## config.mk

```make
export PLATFORM = sky130hd
export DESIGN_NAME = instr_fetch_responder_flat
export DESIGN_NICKNAME = d
export VERILOG_FILES = /design/src/rtl/instr_fetch_responder_pkg.sv /design/src/rtl/instr_fetch_responder_if.sv /design/src/rtl/instr_fetch_responder_fetch_rsp_fifo.sv /design/src/rtl/instr_fetch_responder.sv /design/src/flat_wrapper.sv
export SDC_FILE = /design/constraint.sdc
export NUM_CORES = 1
export LEC_CHECK = 0
export CORE_MARGIN = 2
export CORE_UTILIZATION = 47
export DETAILED_ROUTE_END_ITERATION = 6
export PLACE_DENSITY = 0.85
export SETUP_SLACK_MARGIN = 0.2
export SLEW_MARGIN = 20
export SYNTH_ARGS = -nofsm -noshare
export SYNTH_HDL_FRONTEND = slang
export SYNTH_SLANG_ARGS = --single-unit
```

## constraint.sdc

```tcl
create_clock -name clk -period 7.3 [get_ports clk]
set_clock_uncertainty 0.15 [all_clocks]
set_input_delay 1.46 -clock clk [delete_from_list [all_inputs] [get_ports clk]]
set_output_delay 1.46 -clock clk [all_outputs]
set_load 0.02 [all_outputs]
```

## src/rtl/instr_fetch_responder_pkg.sv

```systemverilog
// Shared widths and FIFO sizing for the instruction-fetch responder.
// Optional feature macro: INSTR_FETCH_RANGE_CHK_EN adds an error bit to every FIFO entry.
`ifndef DATA_WIDTH
`define DATA_WIDTH 8
`endif
`ifndef FETCH_ADDR_WIDTH
`define FETCH_ADDR_WIDTH 8
`endif
`ifndef FETCH_FIFO_DEPTH
`define FETCH_FIFO_DEPTH 2
`endif

package instr_fetch_responder_pkg;

    localparam int FIFO_DEPTH = `FETCH_FIFO_DEPTH;

    typedef logic [1:0] fifo_cnt_t;

`ifdef INSTR_FETCH_RANGE_CHK_EN
    localparam int ERR_W = 1;
`else
    localparam int ERR_W = 0;
`endif

    function automatic int entry_width(input int dw, input int aw);
        return dw + aw + ERR_W;
    endfunction

endpackage

```

## src/rtl/instr_fetch_responder_if.sv

```systemverilog
// Fetch request, memory read and response channels of the fetch responder.
// Optional feature macro: INSTR_FETCH_RANGE_CHK_EN adds rsp_err.
interface instr_fetch_responder_if #(
    parameter int DATA_WIDTH = `DATA_WIDTH,
    parameter int ADDR_WIDTH = `FETCH_ADDR_WIDTH
);
    logic                  req_valid;
    logic                  req_ready;
    logic [ADDR_WIDTH-1:0] req_addr;
    logic                  flush;
    logic                  mem_rd_en;
    logic [ADDR_WIDTH-1:0] mem_addr;
    logic [DATA_WIDTH-1:0] mem_rdata;
    logic                  rsp_valid;
    logic                  rsp_ready;
    logic [DATA_WIDTH-1:0] rsp_data;
    logic [ADDR_WIDTH-1:0] rsp_addr;
`ifdef INSTR_FETCH_RANGE_CHK_EN
    logic                  rsp_err;

    modport slave (
        input  req_valid, req_addr, flush, mem_rdata, rsp_ready,
        output req_ready, mem_rd_en, mem_addr, rsp_valid, rsp_data, rsp_addr, rsp_err
    );
    modport master (
        output req_valid, req_addr, flush, mem_rdata, rsp_ready,
        input  req_ready, mem_rd_en, mem_addr, rsp_valid, rsp_data, rsp_addr, rsp_err
    );
`else
    modport slave (
        input  req_valid, req_addr, flush, mem_rdata, rsp_ready,
        output req_ready, mem_rd_en, mem_addr, rsp_valid, rsp_data, rsp_addr
    );
    modport master (
        output req_valid, req_addr, flush, mem_rdata, rsp_ready,
        input  req_ready, mem_rd_en, mem_addr, rsp_valid, rsp_data, rsp_addr
    );
`endif
endinterface

```

## src/rtl/instr_fetch_responder_fetch_rsp_fifo.sv

```systemverilog
// Two-entry response FIFO with registered head outputs; clear beats push and pop.
// Latency: push visible at head the next cycle; pushes into a full FIFO without a pop are ignored.
module fetch_rsp_fifo
    import instr_fetch_responder_pkg::*;
#(
    parameter int W = 16
) (
    input  logic         clk,
    input  logic         rst,
    input  logic         clr_i,
    input  logic         push_i,
    input  logic [W-1:0] push_dat_i,
    input  logic         pop_i,
    output fifo_cnt_t    count_o,
    output logic         head_vld_o,
    output logic [W-1:0] head_dat_o
);
    logic [W-1:0] head_q;
    logic [W-1:0] tail_q;
    fifo_cnt_t    cnt_q;
    logic         pop_ok;
    logic         push_ok;

    assign pop_ok  = pop_i && (cnt_q != 2'd0);
    assign push_ok = push_i && ((cnt_q < 2'(FIFO_DEPTH)) || pop_ok);

    always_ff @(posedge clk) begin
        if (rst || clr_i) begin
            cnt_q  <= '0;
            head_q <= '0;
            tail_q <= '0;
        end else begin
            case ({push_ok, pop_ok})
                2'b10: begin
                    if (cnt_q == 2'd0) head_q <= push_dat_i;
                    else               tail_q <= push_dat_i;
                    cnt_q <= cnt_q + 2'd1;
                end
                2'b01: begin
                    head_q <= tail_q;
                    cnt_q  <= cnt_q - 2'd1;
                end
                2'b11: begin
                    // Count unchanged; the new entry lands behind whatever remains.
                    if (cnt_q == 2'd1) begin
                        head_q <= push_dat_i;
                    end else begin
                        head_q <= tail_q;
                        tail_q <= push_dat_i;
                    end
                end
                default: ;
            endcase
        end
    end

    assign count_o    = cnt_q;
    assign head_vld_o = (cnt_q != 2'd0);
    assign head_dat_o = head_q;
endmodule

```

## src/rtl/instr_fetch_responder.sv

```systemverilog
// Instruction-fetch responder: PC requests -> sync instruction memory -> buffered responses.
// Latency 2 cycles accept-to-response; ready drops when 2 entries are committed and no pop.
// Optional feature macro: INSTR_FETCH_RANGE_CHK_EN (out-of-range fetches return err, no memory read).
module instr_fetch_responder
    import instr_fetch_responder_pkg::*;
#(
    parameter int DATA_WIDTH = `DATA_WIDTH,
    parameter int ADDR_WIDTH = `FETCH_ADDR_WIDTH,
    parameter int MEM_DEPTH  = 192
) (
    input  logic                   clk,
    input  logic                   rst,
    instr_fetch_responder_if.slave bus
);
    localparam int ENTRY_W = entry_width(DATA_WIDTH, ADDR_WIDTH);

    if (MEM_DEPTH < 1) begin : g_bad_depth
        $error("MEM_DEPTH must be positive");
    end

    logic                  inflight_q, inflight_d;
    logic                  dropped_q,  dropped_d;
    logic [ADDR_WIDTH-1:0] infl_addr_q, infl_addr_d;
    fifo_cnt_t             fifo_count;
    logic                  fifo_vld;
    logic [ENTRY_W-1:0]    head_dat;
    logic [ENTRY_W-1:0]    push_dat;
    logic                  occ_low, pop, accept, push, in_range, req_ready;

    assign pop       = fifo_vld && bus.rsp_ready;
    assign occ_low   = ({1'b0, fifo_count} + {2'b00, inflight_q}) < 3'd2;
    assign req_ready = !rst && !bus.flush && (occ_low || pop);
    assign accept    = bus.req_valid && req_ready;
    assign push      = inflight_q && !dropped_q && !bus.flush;

    always_comb begin
        inflight_d  = accept;
        dropped_d   = bus.flush && inflight_q;
        infl_addr_d = accept ? bus.req_addr : infl_addr_q;
    end

    always_ff @(posedge clk) begin
        if (rst) begin
            inflight_q  <= 1'b0;
            dropped_q   <= 1'b0;
            infl_addr_q <= '0;
        end else begin
            inflight_q  <= inflight_d;
            dropped_q   <= dropped_d;
            infl_addr_q <= infl_addr_d;
        end
    end

`ifdef INSTR_FETCH_RANGE_CHK_EN
    localparam logic [31:0] MEM_LIMIT = 32'(MEM_DEPTH);
    logic                  infl_err_q;
    logic [DATA_WIDTH-1:0] rdata_eff;

    assign in_range  = {{(32-ADDR_WIDTH){1'b0}}, bus.req_addr} < MEM_LIMIT;
    assign rdata_eff = infl_err_q ? {DATA_WIDTH{1'b0}} : bus.mem_rdata;
    assign push_dat  = {infl_err_q, infl_addr_q, rdata_eff};
    assign bus.rsp_err = head_dat[ENTRY_W-1];

    always_ff @(posedge clk) begin
        if (rst)         infl_err_q <= 1'b0;
        else if (accept) infl_err_q <= !in_range;
    end
`else
    assign in_range = 1'b1;
    assign push_dat = {infl_addr_q, bus.mem_rdata};
`endif

    fetch_rsp_fifo #(.W(ENTRY_W)) u_fifo (
        .clk        (clk),
        .rst        (rst),
        .clr_i      (bus.flush),
        .push_i     (push),
        .push_dat_i (push_dat),
        .pop_i      (pop),
        .count_o    (fifo_count),
        .head_vld_o (fifo_vld),
        .head_dat_o (head_dat)
    );

    assign bus.req_ready = req_ready;
    assign bus.mem_rd_en = accept && in_range;
    assign bus.mem_addr  = bus.req_addr;
    assign bus.rsp_valid = fifo_vld;
    assign bus.rsp_data  = head_dat[DATA_WIDTH-1:0];
    assign bus.rsp_addr  = head_dat[DATA_WIDTH +: ADDR_WIDTH];
endmodule
```

## src/flat_wrapper.sv

```systemverilog
// flat-port wrapper written by rule: the top's interface ports become plain ports
module instr_fetch_responder_flat import instr_fetch_responder_pkg::*;
#(
    parameter int DATA_WIDTH = `DATA_WIDTH,
    parameter int ADDR_WIDTH = `FETCH_ADDR_WIDTH,
    parameter int MEM_DEPTH  = 192
)
  (clk, rst, bus_req_valid, bus_req_addr, bus_flush, bus_mem_rdata, bus_rsp_ready, bus_req_ready, bus_mem_rd_en, bus_mem_addr, bus_rsp_valid, bus_rsp_data, bus_rsp_addr);
  instr_fetch_responder_if #(.DATA_WIDTH(DATA_WIDTH), .ADDR_WIDTH(ADDR_WIDTH)) bus_i ();
  input  logic clk;
  input  logic rst;
  input wire logic [$bits(bus_i.req_valid)-1:0] bus_req_valid;
  input wire logic [$bits(bus_i.req_addr)-1:0] bus_req_addr;
  input wire logic [$bits(bus_i.flush)-1:0] bus_flush;
  input wire logic [$bits(bus_i.mem_rdata)-1:0] bus_mem_rdata;
  input wire logic [$bits(bus_i.rsp_ready)-1:0] bus_rsp_ready;
  output wire logic [$bits(bus_i.req_ready)-1:0] bus_req_ready;
  output wire logic [$bits(bus_i.mem_rd_en)-1:0] bus_mem_rd_en;
  output wire logic [$bits(bus_i.mem_addr)-1:0] bus_mem_addr;
  output wire logic [$bits(bus_i.rsp_valid)-1:0] bus_rsp_valid;
  output wire logic [$bits(bus_i.rsp_data)-1:0] bus_rsp_data;
  output wire logic [$bits(bus_i.rsp_addr)-1:0] bus_rsp_addr;
  assign bus_i.req_valid = bus_req_valid;
  assign bus_i.req_addr = bus_req_addr;
  assign bus_i.flush = bus_flush;
  assign bus_i.mem_rdata = bus_mem_rdata;
  assign bus_i.rsp_ready = bus_rsp_ready;
  assign bus_req_ready = bus_i.req_ready;
  assign bus_mem_rd_en = bus_i.mem_rd_en;
  assign bus_mem_addr = bus_i.mem_addr;
  assign bus_rsp_valid = bus_i.rsp_valid;
  assign bus_rsp_data = bus_i.rsp_data;
  assign bus_rsp_addr = bus_i.rsp_addr;
  instr_fetch_responder #(.DATA_WIDTH(DATA_WIDTH), .ADDR_WIDTH(ADDR_WIDTH), .MEM_DEPTH(MEM_DEPTH)) u_core (.clk(clk), .rst(rst), .bus(bus_i));
endmodule
```

==> results.py <==
metrics = {
    "route": {
        "wirelength_mm": 5.59,
        "vias": 2055,
        "drc": 0,
        "drt_first_pass_iters": 4,
        "wl_per_cell_um": 16.3,
        "detail-route-antenna-nets": 0,
        "drt_iter0_drc": 237,
        "via_per_inst": 5.99,
    },
    "placement": {
        "dp_hpwl_mm": 3.59,
        "place_inst": 335,
        "placed_area_um2": 2770,
        "place.port_buffers": 47,
        "gp_congestion": 0.761,
    },
    "cts": {
        "clk_latency_ns": 0.30,
        "cts_made_buffers": 5,
        "cts_setup_buffers": 0,
        "clkSlewWorstSetupHoldPaths_ns": 0.08,
        "ctsResizeCount": 0,
        "cts_hold_buf": 0,
        "clock_path_buffers": 2,
        "clkSinkCount": 44,
        "cts_root_buffer": "clkbuf_8",
        "htree_levels": 2,
        "cts_tree": "done",
    },
    "yosys": {
        "ys_async_sr_fraction_pct": 0,
        "synth_top_area_cell": "dfxtp_1",
        "ys.warnings.count": 0,
        "synth.cell_area_um2": 2420,
        "synth_enable_flop_cells": 0,
        "synthesis.instances": 255,
        "ys.flop_type": "dfxtp_1",
        "syn_area_per_cell_um2": 9.48,
        "synth_nets": 281,
        "yosys.cell_types.count": 33,
        "synthTopCellsByArea": "dfxtp_1 (36%), o211ai_1 (9.9%), a311oi_2 (6.8%)",
        "yosysSeqAreaShare_pct": 36.4,
        "synth_top_cell_area_share_pct": 36.4,
        "synth-seq-cells": 44,
    },
    "layout": {
        "n_fill_cell": 424,
        "syn_to_final_growth_pct": 18.6,
        "drive_gt1_share_pct": 12.1,
        "final_cell_count_no_fill": 343,
        "design_area_um2": 2870,
        "fin_nets": 298,
        "diodes": 0,
    },
    "power_and_ir_drop": {
        "powerDensity_nw_per_um2": 166,
        "power.total_uw": 477,
        "ir_worst_vdd_v": 0.000122,
        "p_leak_nw": 0.879,
    },
    "grt": {
        "overflow": 0,
        "grt_pass1_vias": 2002,
        "antenna_found_initial": 0,
        "grt_usage_pct": 21.2,
        "grt_max_degree": 36,
        "grt_pass1_wl_mm": 9.46,
    },
    "floorplan": {
        "io_pins": 48,
        "die_w_um": 75.7,
        "rows": 26,
        "core_um2": 5040,
        "start_util_pct": 48.0,
        "dieHeight_um": 75.7,
        "dieArea_um2": 5740,
    },
    "critical_path": {
        "path_common_cell": "clkdlybuf4s50_1",
        "cp_slowest_cell": "clkdlybuf4s50_1",
        "crit_fanout": 35,
        "r2r_start": "u_core.u_fifo.count_o[1]",
        "crit_buf_inv": 3,
        "crit_family": "buffers and inverters",
        "critPathLaunchType": "primary input",
        "cp.required_ns": 5.69,
        "critPathMaxStageDelay_ns": 0.61,
        "crit_arrival_ns": 3.62,
        "crit_start": "rst",
        "worstSetupPathType": "primary input to primary output",
        "end_kind": "primary output",
        "worstPathCellList": "clkdlybuf4s50_1 > or2_1 > buf_4 > a21oi_1 > and2_1 > clkdlybuf4s50_1",
    },
    "timing": {
        "rsz0062_at_grt": "no",
        "setup_viol": 0,
        "period_minus_slack_ns": 5.23,
        "finalCritPeriodShare_pct": 71.6,
        "hold_violations": 0,
        "worst_pin_slew_ns": 0.972,
        "fmax_ghz": 0.191,
        "slew_viol_final": 0,
        "relSlewSlack_pct": 35.2,
        "timing.setup.tns_ns": 0,
    },
    "job": {
        "maxCapViolCount": 0,
    },
    "min_path": {
        "min-delay-start": "u_core.inflight_q",
        "hp-class": "register to register",
    },
    "outcome": {
        "outcome": "finished clean",
    },
}
## kinds of logic (layout without fill, tap and decap cells)
family | count (synthesis) | count (layout) | synth area share (%)
flops | 44 | 44 | 36.4
simple gates | 37 | 37 | 9.73
xor+xnor | 2 | 2 | 0.724
mux | 8 | 8 | 3.31
compound gates | 117 | 117 | 37.5
fa+ha+maj | 5 | 5 | 2.59
buf+inv | 42 | 60 | 9.78
## worst min-delay path, cell delays in order, from the launching register on
cell	delay, ns
dfxtp_1	0.33
nand2_1	0.06
nor2_1	0.03
## through the flow
stage	hold slack [ns]	setup slack, ns	utilization, %
CTS	0.322	2.04	56.7
floorplan	0.280	3.17	-
global route	0.348	1.92	56.9
detailed placement	0.306	2.06	54.8
finish	0.312	2.07	56.9
global placement	0.300	2.11	54.8
## cells in the mapped netlist, types with 4 or more instances
| cell | number |
|---|---|
| dfxtp_1 | 44 |
| o211ai_1 | 32 |
| buf_2 | 18 |
| a21oi_1 | 17 |
| a211oi_1 | 16 |
| nand2b_1 | 16 |
| o31ai_1 | 16 |
| o21ai_0 | 15 |
| a311oi_2 | 11 |
| buf_4 | 9 |
| mux2i_1 | 8 |
| clkbuf_1 | 7 |
| a311oi_1 | 5 |
| ha_1 | 5 |
| and2_1 | 4 |
| nand2_1 | 4 |
| nor2_1 | 4 |
| nor2b_1 | 4 |
## per-layer routing
| metal | wire [um] | global-route usage (%) | up-vias | part of all wire (%) |
|---|---|---|---|---|
| li1 | - | - | 1004 | - |
| met1 | 2380 | 27.4 | 957 | 43 |
| met2 | 2710 | 36.0 | 82 | 48 |
| met3 | 397 | 4.50 | 12 | 7.1 |
| met4 | 97 | 5.46 | 0 | 1.7 |
| met5 | 0 | 0 | - | 0 |
## worst paths after layout
kind                                               endpoint  slack [ns]  cells after the start
worst min register to register             u_core.dropped_q        0.31                      2
worst max-delay path                          bus_mem_rd_en        2.07                      6
worst min-delay path                       u_core.dropped_q        0.31                      2
worst max register to register  u_core.u_fifo.head_dat_o[3]        3.76                      8
## final cells by class
| class | count | area, um2 | share of cell area, % |
|---|---|---|---|
| inverter | 4 | 15.0 | 0.524 |
| clock buffer | 6 | 82.6 | 2.88 |
| clock inverter | 2 | 10.0 | 0.349 |
| tap | 70 | 87.6 | 3.05 |
| timing repair buffer | 48 | 478 | 16.7 |
| sequential | 44 | 881 | 30.7 |
| multi-input combinational | 169 | 1310 | 45.8 |
## power by group
| group | internal (mW) | leakage, nW | total [mW] | switching [mW] |
|---|---|---|---|---|
| logic | 0.0321 | 0.472 | 0.0697 | 0.0376 |
| registers | 0.245 | 0.356 | 0.249 | 0.00407 |
| clock network | 0.0756 | 0.0510 | 0.158 | 0.0826 |
## flip-flops by register name, indices dropped and copies added (netlist names)
signal                    flops
u_core.dropped_q              1
u_core.u_fifo.tail_q         16
u_core.u_fifo.head_dat_o     16
u_core.u_fifo.count_o         2
u_core.infl_addr_q            8
u_core.inflight_q             1
## layout by cell type, fill, tap and decap left out
master | synthesis | layout
a311oi_1 | 5 | 5
inv_1 | 3 | 3
nor2b_2 | 0 | 4
a21o_1 | 1 | 1
nand2b_2 | 1 | 1
dfxtp_1 | 44 | 44
o21ai_0 | 15 | 15
a311oi_2 | 11 | 11
nor2_2 | 0 | 1
nor3b_4 | 1 | 1
and2_1 | 4 | 4
nor2_1 | 4 | 3
clkbuf_8 | 0 | 6
clkinv_2 | 0 | 2
or2_1 | 1 | 1
a21oi_4 | 1 | 1
and2_2 | 1 | 1
ha_1 | 5 | 5
xor2_1 | 2 | 2
o31ai_1 | 16 | 16
clkdlybuf4s50_1 | 0 | 47
nand2b_1 | 16 | 16
a21oi_1 | 17 | 17
mux2i_1 | 8 | 8
a21o_4 | 1 | 1
o211ai_1 | 32 | 32
a211oi_2 | 1 | 1
nand2b_4 | 1 | 1
inv_2 | 1 | 1
a211oi_1 | 16 | 16
buf_4 | 9 | 1
nand2_1 | 4 | 4
o21ai_1 | 1 | 1
Note: power is estimated with default switching activity, not from simulation.
